[config.mk]
export PLATFORM = sky130hd
export DESIGN_NAME = next_pc_gen
export DESIGN_NICKNAME = d
export VERILOG_FILES = /design/src/rtl/next_pc_gen_pkg.sv /design/src/rtl/sat_counter_2b.sv /design/src/rtl/next_pc_gen.sv
export SDC_FILE = /design/constraint.sdc
export NUM_CORES = 1
export LEC_CHECK = 0
export BUFFER_PORTS_ARGS = -buffer_cell sky130_fd_sc_hd__buf_2
export CAP_MARGIN = 20
export CORE_ASPECT_RATIO = 1.1
export CORE_MARGIN = 5
export CORE_UTILIZATION = 30
export DETAILED_ROUTE_END_ITERATION = 6
export GPL_TIMING_DRIVEN = 0
export MAX_ROUTING_LAYER = met4
export PLACE_DENSITY = 0.55
export SYNTH_ARGS = -nofsm -noshare
export SYNTH_HDL_FRONTEND = slang
export SYNTH_HIERARCHICAL = 1
export SYNTH_SLANG_ARGS = --single-unit
[constraint.sdc]
create_clock -name clk -period 4.6 [get_ports clk]
set_input_delay 0.23 -clock clk [delete_from_list [all_inputs] [get_ports clk]]
set_output_delay 0.23 -clock clk [all_outputs]
set_load 0.005 [all_outputs]
[src/rtl/next_pc_gen_pkg.sv]
// next_pc_gen_pkg
// Shared definitions for the next-PC generator:
//   WORD_SIZE            - machine word / PC width
//   CTR_SNT..CTR_ST      - 2-bit direction counter encodings
//                          (strongly/weakly not-taken, weakly/strongly taken)
package next_pc_gen_pkg;

  localparam int WORD_SIZE = 16;

  localparam logic [1:0] CTR_SNT = 2'b00;
  localparam logic [1:0] CTR_WNT = 2'b01;
  localparam logic [1:0] CTR_WT  = 2'b10;
  localparam logic [1:0] CTR_ST  = 2'b11;

endpackage

[src/rtl/sat_counter_2b.sv]
// sat_counter_2b
// Combinational 2-bit saturating direction counter step.
// Ports:
//   cur_ctr  in  [1:0]  current counter value
//   taken    in         resolved direction (1 = count up, 0 = count down)
//   next_ctr out [1:0]  updated value, clamped at CTR_SNT / CTR_ST
module sat_counter_2b
  import next_pc_gen_pkg::*;
(
  input  logic [1:0] cur_ctr,
  input  logic       taken,
  output logic [1:0] next_ctr
);

  always_comb begin
    next_ctr = cur_ctr;
    if (taken) begin
      if (cur_ctr != CTR_ST) next_ctr = cur_ctr + 2'd1;
    end else begin
      if (cur_ctr != CTR_SNT) next_ctr = cur_ctr - 2'd1;
    end
  end

endmodule

[src/rtl/next_pc_gen.sv]
// next_pc_gen
// IF-stage next-PC generator. Holds a direct-mapped BTB with 2-bit direction
// counters and chooses between the sequential PC, a predicted-taken target and
// an EX-stage redirect. The only state is the BTB; the PC itself lives in the
// PC register that consumes PC_next / PC_update.
// Optional build macro: BTB_STATS_EN adds stat_branches / stat_mispredicts.
// Ports:
//   clk, reset_n       clock (rising edge), synchronous active-low reset
//   PC_cur             current PC (combinational BTB lookup key)
//   stall              IF stall, suppresses PC_update unless mispredict
//   resolve_*          EX resolution of a control instruction (BTB training)
//   mispredict         redirect request, correct_pc is the new PC
//   PC_next            next PC value
//   PC_update          PC register load enable
//   pred_taken         prediction made for PC_cur
//   stat_branches      (BTB_STATS_EN) saturating count of resolve_valid cycles
//   stat_mispredicts   (BTB_STATS_EN) saturating count of mispredict cycles
module next_pc_gen
  import next_pc_gen_pkg::*;
#(
  parameter int BTB_INDEX_BITS = 4
) (
  input  logic                 clk,
  input  logic                 reset_n,
  input  logic [WORD_SIZE-1:0] PC_cur,
  input  logic                 stall,
  input  logic                 resolve_valid,
  input  logic [WORD_SIZE-1:0] resolve_pc,
  input  logic                 resolve_taken,
  input  logic [WORD_SIZE-1:0] resolve_target,
  input  logic                 mispredict,
  input  logic [WORD_SIZE-1:0] correct_pc,
  output logic [WORD_SIZE-1:0] PC_next,
  output logic                 PC_update,
  output logic                 pred_taken
`ifdef BTB_STATS_EN
  ,
  output logic [15:0]          stat_branches,
  output logic [15:0]          stat_mispredicts
`endif
);

  localparam int ENTRIES  = 1 << BTB_INDEX_BITS;
  localparam int TAG_BITS = WORD_SIZE - BTB_INDEX_BITS;

  // Read views of the per-entry storage.
  logic                 valid_arr [ENTRIES];
  logic [TAG_BITS-1:0]  tag_arr   [ENTRIES];
  logic [WORD_SIZE-1:0] tgt_arr   [ENTRIES];
  logic [1:0]           ctr_arr   [ENTRIES];

  // ---------------- Lookup (pre-edge contents, no write-through) -------------
  logic [BTB_INDEX_BITS-1:0] lk_idx;
  logic [TAG_BITS-1:0]       lk_tag;
  logic                      lk_hit;
  logic                      lk_pred;

  assign lk_idx  = PC_cur[BTB_INDEX_BITS-1:0];
  assign lk_tag  = PC_cur[WORD_SIZE-1:BTB_INDEX_BITS];
  assign lk_hit  = valid_arr[lk_idx] && (tag_arr[lk_idx] == lk_tag);
  assign lk_pred = lk_hit && ctr_arr[lk_idx][1];

  always_comb begin
    PC_next    = '0;
    PC_update  = 1'b0;
    pred_taken = 1'b0;
    if (reset_n) begin
      PC_update  = mispredict | ~stall;
      pred_taken = lk_pred;
      if (mispredict)   PC_next = correct_pc;
      else if (lk_pred) PC_next = tgt_arr[lk_idx];
      else              PC_next = PC_cur + WORD_SIZE'(1);
    end
  end

  // ---------------- Update path ----------------------------------------------
  logic [BTB_INDEX_BITS-1:0] up_idx;
  logic [TAG_BITS-1:0]       up_tag;
  logic                      up_hit;
  logic                      up_train;  // existing entry: step counter
  logic                      up_alloc;  // miss + taken: (re)allocate entry
  logic [1:0]                up_ctr_next;

  assign up_idx   = resolve_pc[BTB_INDEX_BITS-1:0];
  assign up_tag   = resolve_pc[WORD_SIZE-1:BTB_INDEX_BITS];
  assign up_hit   = valid_arr[up_idx] && (tag_arr[up_idx] == up_tag);
  assign up_train = resolve_valid && up_hit;
  assign up_alloc = resolve_valid && !up_hit && resolve_taken;

  sat_counter_2b u_sat_counter (
    .cur_ctr  (ctr_arr[up_idx]),
    .taken    (resolve_taken),
    .next_ctr (up_ctr_next)
  );

  genvar gi;
  generate
    for (gi = 0; gi < ENTRIES; gi++) begin : g_entry
      logic                 valid_reg;
      logic [TAG_BITS-1:0]  tag_reg;
      logic [WORD_SIZE-1:0] tgt_reg;
      logic [1:0]           ctr_reg;
      logic                 sel;

      assign sel = (up_idx == BTB_INDEX_BITS'(gi));

      always_ff @(posedge clk) begin
        if (!reset_n) begin
          valid_reg <= 1'b0;
          tag_reg   <= '0;
          tgt_reg   <= '0;
          ctr_reg   <= CTR_WNT;
        end else if (sel && up_train) begin
          ctr_reg <= up_ctr_next;
          if (resolve_taken) tgt_reg <= resolve_target;
        end else if (sel && up_alloc) begin
          valid_reg <= 1'b1;
          tag_reg   <= up_tag;
          tgt_reg   <= resolve_target;
          ctr_reg   <= CTR_WT;
        end
      end

      assign valid_arr[gi] = valid_reg;
      assign tag_arr[gi]   = tag_reg;
      assign tgt_arr[gi]   = tgt_reg;
      assign ctr_arr[gi]   = ctr_reg;
    end
  endgenerate

`ifdef BTB_STATS_EN
  logic [15:0] branches_reg;
  logic [15:0] mispredicts_reg;

  always_ff @(posedge clk) begin
    if (!reset_n) begin
      branches_reg    <= '0;
      mispredicts_reg <= '0;
    end else begin
      if (resolve_valid && branches_reg != 16'hFFFF)
        branches_reg <= branches_reg + 16'd1;
      if (mispredict && mispredicts_reg != 16'hFFFF)
        mispredicts_reg <= mispredicts_reg + 16'd1;
    end
  end

  assign stat_branches    = branches_reg;
  assign stat_mispredicts = mispredicts_reg;
`endif

endmodule

==> results of run 1 <==
-- cell usage after synthesis, types with 11 or more instances --
cell	number
inv_1	27
mux2i_1	300
buf_2	48
nor2_1	50
clkbuf_1	163
buf_6	20
xor2_1	17
a21oi_1	300
o21ai_0	29
mux4_2	133
nand2_1	811
buf_1	16
and2_1	13
dfxtp_1	496
a311oi_1	12
a22oi_1	24
and3_1	12
o221ai_1	46
o21a_1	16
o221a_1	11
o22ai_1	19
nand3_1	21
nor3_1	14
xnor2_1	18
-- through the flow --
stage	setup slack, ps	hold slack (ps)	setup TNS [ps]	power, mW
2_1_floorplan	1030	433	0	4.92
3_3_place_gp	-653	439	-8400	5.28
3_5_place_dp	-587	443	-7780	5.28
4_1_cts	-28.7	15.1	-28.7	9.95
5_1_grt	4.80	27.2	0	10.2
6_report	-9.43	30.2	-9.43	9.94
-- worst max path at each step --
stage / start / cells past startpoint / slack (ps) / endpoint
3_5_place_dp: PC_cur[1] / 12 / -590 / PC_next[14]
5_1_grt: PC_cur[1] / 13 / 5 / PC_next[1]
2_1_floorplan: resolve_pc[0] / 12 / 1030 / g_entry[8].ctr_reg[1]
6_report: PC_cur[1] / 13 / -9 / PC_next[1]
4_1_cts: PC_cur[1] / 12 / -30 / PC_next[14]
3_3_place_gp: PC_cur[1] / 11 / -650 / PC_next[14]
-- power by group --
group	leakage (nW)	switching, mW	internal [mW]
registers	4.00	0.0217	4.33
clock network	0.923	1.94	2.78
logic	4.53	0.628	0.249
-- critical path: stages --
cell	delay, ps
buf_2	240
buf_2	430
buf_2	480
buf_2	460
nand2b_1	200
clkbuf_1	600
clkbuf_2	500
o221ai_1	330
a21oi_1	230
nor2_1	80
mux2i_1	180
a21oi_2	170
buf_2	210
-- cells by family (layout without fill, tap and decap cells) --
group,Yosys count,in the layout
xor gates and xnor gates,35,35
and+or+nand+nor,958,958
buffers and inverters,285,471
adders and majority gates,3,3
DFF,496,496
muxes,439,439
AOI/OAI and AO/OA,491,491
-- timing repair --
action	4_1_cts	5_1_grt
pin swaps	0	2
hold buffers	13	0
buffers inserted	0	3
endpoints found under the setup margin	16	16
gates resized for setup	20	3
endpoints found under the hold margin	68	0
-- area by class of cell --
| class | instances | share of cell area, % |
|---|---|---|
| multi-input cells | 1926 | 46.9 |
| flip-flops and latches | 496 | 35.1 |
| clock buffers | 85 | 5.76 |
| well taps | 1064 | 4.71 |
| plain buffers | 255 | 4.38 |
| repair buffers | 86 | 1.80 |
| clock inverters | 15 | 0.968 |
| inverters | 30 | 0.398 |
-- metal layers --
layer	global-route usage [%]	wire length (um)
met3	4.77	9080
met1	28.2	39700
met4	8.40	4410
met5	-	0
met2	34.1	43800
==> flow_metrics.tcl, run 1 <==
set metrics [dict create \
    finalNonFillerCells 3957 \
    crit_fanout 10 \
    drive_gt1_share_pct 13.7 \
    num-fill-cells 8452 \
    worstMarginPinSlew_ps 1110 \
    core_area_um2 81500 \
    htree_levels 2 \
    syn_inst 2707 \
    overflow 0 \
    reg2regPathDepth 10 \
    async_flop_share_pct 0 \
    power_density_nw_per_um2 351 \
    multiInputGateArea_um2 13300 \
    synth-seq-cells 496 \
    synth_nets 2778 \
    die_w_um 282 \
    largest_register_ff_count 256 \
    cts_tree "yes" \
    ios 88 \
    vias 21700 \
    final_core_util_pct 34.7 \
    place_area_um2 26200 \
    failed_checks "design-rule violations, negative setup slack" \
    grt_start_max_net_pins 16 \
    clk_latency_ps 640 \
    cts-buffers-inserted 55 \
    worst_setup_path_end_kind "output pin" \
    synth_top_family_by_area "multiplexers" \
    start_kind "input port" \
    drtPass1Iterations 7 \
    slew_headroom_pct 25.7 \
    yosysSeqAreaShare_pct 40.5 \
    clock_path_buffers 3 \
    postRouteAntennaNets 0 \
    num_antenna_cells 0 \
    p_leak_nw 9.46 \
    grt_pass1_vias 20600 \
    cts_root_buffer "clkbuf_16" \
    regToRegSetupSlack_ps 1160 \
    synth-simple-area-share_pct 15.6 \
    grt_use_total_pct 22.0 \
    setup_violations 1 \
    wl_per_cell_um 24.5 \
    reg2reg_from "g_entry[15].tag_reg[10]" \
    hold_depth 3 \
    yosysTopAreaCellShare_pct 40.5 \
    drtIter0Drc 2603 \
    nNetsFinal 2921 \
    dp_hpwl_um 69400 \
    synth_flop_cell "dfxtp_1" \
    slew_violations 0 \
    r2r_end "g_entry[3].valid_reg" \
    period_share_pct 100 \
    start_util_pct 30.1 \
    worst_slack_ps -9.43 \
    syn_avg_cell_area_um2 9.05 \
    ys_types 54 \
    place_congestion 0.972 \
    finalInstanceArea_um2 28300 \
    crit_required_ps 4370 \
    yosys-mux-area-fraction_pct 24.8 \
    min-delay-start "resolve_target[3]" \
    post-route-min-period_ps 4610 \
    placementRows 110 \
    arrival_ps 4380 \
    die_area_um2 87500 \
    final_cell_mix "nand2_1, dfxtp_1, mux2i_1, a21oi_1, clkbuf_1" \
    fmax_ghz 0.217 \
    antenna_found_initial 1 \
    grt_setup_unrepaired "false" \
    ys.warnings.count 6 \
    synth_edf_count 0 \
    grt_pass1_wl_um 139000 \
    dp_cells 3841 \
    clkTransAtPathRegs_ps 60 \
    seqCellArea_um2 9930 \
    min_delay_worst_endpoint "g_entry[3].tgt_reg[3]" \
    ir_drop_uv 304 \
    avgViaCountPerCell 5.48 \
    drc 6 \
    port_buffers 66 \
    syn-cell-area_um2 24500 \
    synth-adder-area-share_pct 0.143 \
    finalWirelength_um 97100 \
    finalHoldViolations 0 \
    layout.cells.most_common "nand2_1" \
    max-cap-violations 0 \
    yosysTopAreaCell "dfxtp_1" \
    synth-xor-area-share_pct 1.25 \
    hold_class "in -> reg" \
    cts_sinks 496 \
    area_delta_synth_final_pct 15.5 \
    critPathKind "in -> out" \
    fin_skew_ps 37.4 \
    status "finished, violations left" \
    synth_compound_area_share_pct 12.3 \
    synthTopCellsByArea "dfxtp_1, nand2_1, mux2i_1" \
    die_h_um 310 \
]
Power figures use the tool's default switching activity.
==> run 2, diff against run 1 <==
- clock period: 4.6 -> 5 ns (I/O delays scaled with it)
==> run 2 against run 1 <==
- the flow now finishes without violations
- clock power is 8.1% lower
- critical path depth stayed put
- power is 8.0% lower
- routed wire length hardly changed
- critical path type unchanged
- global-route usage hardly changed
- register-to-register slack better by 420 ps
- final cell count is 0.18% lower
- design area is 0.27% lower
- clock skew is 5.8 ps higher
- sequential share of layout area is 0.093 points higher
- die area stayed put
==> flow_metrics.tcl, run 2 (same netlist as run 1, synthesis figures left out) <==
set metrics [dict create \
    finalHoldViolations 0 \
    overflow 0 \
    cts_root_buffer "clkbuf_16" \
    ir_drop_uv 282 \
    power_density_nw_per_um2 324 \
    grt_pass1_wl_um 139000 \
    slew_headroom_pct 25.9 \
    status "complete, no violations" \
    slew_violations 0 \
    grt_start_max_net_pins 16 \
    drc 0 \
    nNetsFinal 2914 \
    core_area_um2 81500 \
    worst_setup_path_end_kind "output pin" \
    cts-buffers-inserted 55 \
    fin_hold_ws_ps 19.5 \
    antenna_found_initial 1 \
    finalWirelength_um 97100 \
    die_w_um 282 \
    setup_violations 0 \
    drive_gt1_share_pct 13.5 \
    period_share_pct 99.8 \
    post-route-min-period_ps 4990 \
    crit_required_ps 4750 \
    place_congestion 0.972 \
    crit_fanout 10 \
    htree_levels 2 \
    placementRows 110 \
    critPathKind "in -> out" \
    arrival_ps 4740 \
    cp_common_cell "buf_2" \
    port_buffers 66 \
    clk_latency_ps 640 \
    cts_setup_buffers 0 \
    cp_cell_sequence "buf_2, buf_2, buf_2, buf_2, nand2b_1, clkbuf_1, clkbuf_1, o221ai_1, a21oi_1, nor2_1, mux2i_1, a21oi_2, buf_2" \
    fin_total_pwr_mw 9.14 \
    vias 21600 \
    layout.cells.most_common "nand2_1" \
    area_delta_synth_final_pct 15.2 \
    start_util_pct 30.1 \
    start_kind "input port" \
    hold_class "in -> reg" \
    cts_sinks 496 \
    postRouteAntennaNets 0 \
    drtIter0Drc 2640 \
    p_leak_nw 9.42 \
    clkTransAtPathRegs_ps 60 \
    critPathSlowestCell "clkbuf_1" \
    clock_path_buffers 3 \
    dp_hpwl_um 69400 \
    wl_per_cell_um 24.6 \
    drtPass1Iterations 6 \
    die_area_um2 87500 \
    cts_tree "yes" \
    worstMarginPinSlew_ps 1100 \
    max-cap-violations 0 \
    avgViaCountPerCell 5.48 \
    critPathMaxStageDelay_ps 760 \
    final_cell_mix "nand2_1, dfxtp_1, mux2i_1, a21oi_1, clkbuf_1" \
    grt_use_total_pct 22.0 \
    die_h_um 310 \
    num_antenna_cells 0 \
    fmax_ghz 0.200 \
    grt_setup_unrepaired "false" \
    largest_register_ff_count 256 \
    grt_pass1_vias 20600 \
    fin_skew_ps 43.2 \
    ios 88 \
]
-- run 2: changes by cell type in the layout (fill, tap and decap cells not counted), sizes merged --
cell / before / now
buf: 161 / 157
clkdlybuf4s15: 2 / 3
dlygate4sd3: 13 / 9
-- run 2: final timing paths --
kind	from	to	slack (ps)	depth (start not counted)
hold reg to reg	g_entry[3].tgt_reg[10]	g_entry[3].tgt_reg[10]	450	2
hold / removal	resolve_target[0]	g_entry[4].tgt_reg[0]	20	3
setup / recovery	PC_cur[1]	PC_next[1]	10	13
setup reg to reg	g_entry[15].tag_reg[10]	g_entry[3].valid_reg	1580	10
-- run 2: worst max-delay path: cells and delay by family --
family | cells | cell delay, ps
buffers and inverters | 7 | 3180
AOI/OAI and AO/OA | 3 | 810
and+or+nand+nor | 2 | 280
muxes | 1 | 190
-- run 2: through the flow --
stage | area (um^2) | setup slack (ps) | cells | util (%) | setup TNS [ps]
floorplan | 24500 | 1410 | 2707 | - | 0
detailed placement | 26200 | -227 | 3841 | 32.1 | -1930
global route | 28200 | 1.10 | 3950 | 34.6 | 0
finish | 28200 | 10.7 | 3950 | 34.6 | 0
global placement | 26200 | -293 | 3837 | 32.1 | -2400
CTS | 28200 | 55.9 | 3950 | 34.6 | 0
-- run 2: layer usage --
metal	routed length (um)	share of wire, %	vias up	track usage (%)
li1	-	-	9751	-
met1	39700	41	10600	28.2
met2	43700	45	1067	34.1
met3	9120	9.4	256	4.70
met4	4570	4.7	0	8.36
met5	0	0	-	-
-- run 2: where the power goes --
group | internal, mW | leakage (nW) | switching (mW) | total (mW)
logic | 0.226 | 4.50 | 0.576 | 0.802
clock network | 2.56 | 0.923 | 1.78 | 4.34
registers | 3.98 | 4.00 | 0.0200 | 4.00
-- run 2: area by class of cell --
type	instances	area, um^2
Fill cell	8454	53300
Buffer	255	1230
Multi-Input combinational cell	1926	13300
Timing Repair Buffer	79	445
Clock buffer	85	1630
Clock inverter	15	274
Sequential cell	496	9930
Tap cell	1064	1330
Inverter	30	113
-- run 2: what timing repair did --
action / CTS / global route
resized for setup: 5 / 8
hold buffers: 9 / 0
endpoints found under the setup margin: 16 / 16
hold endpoints to repair: 41 / 0
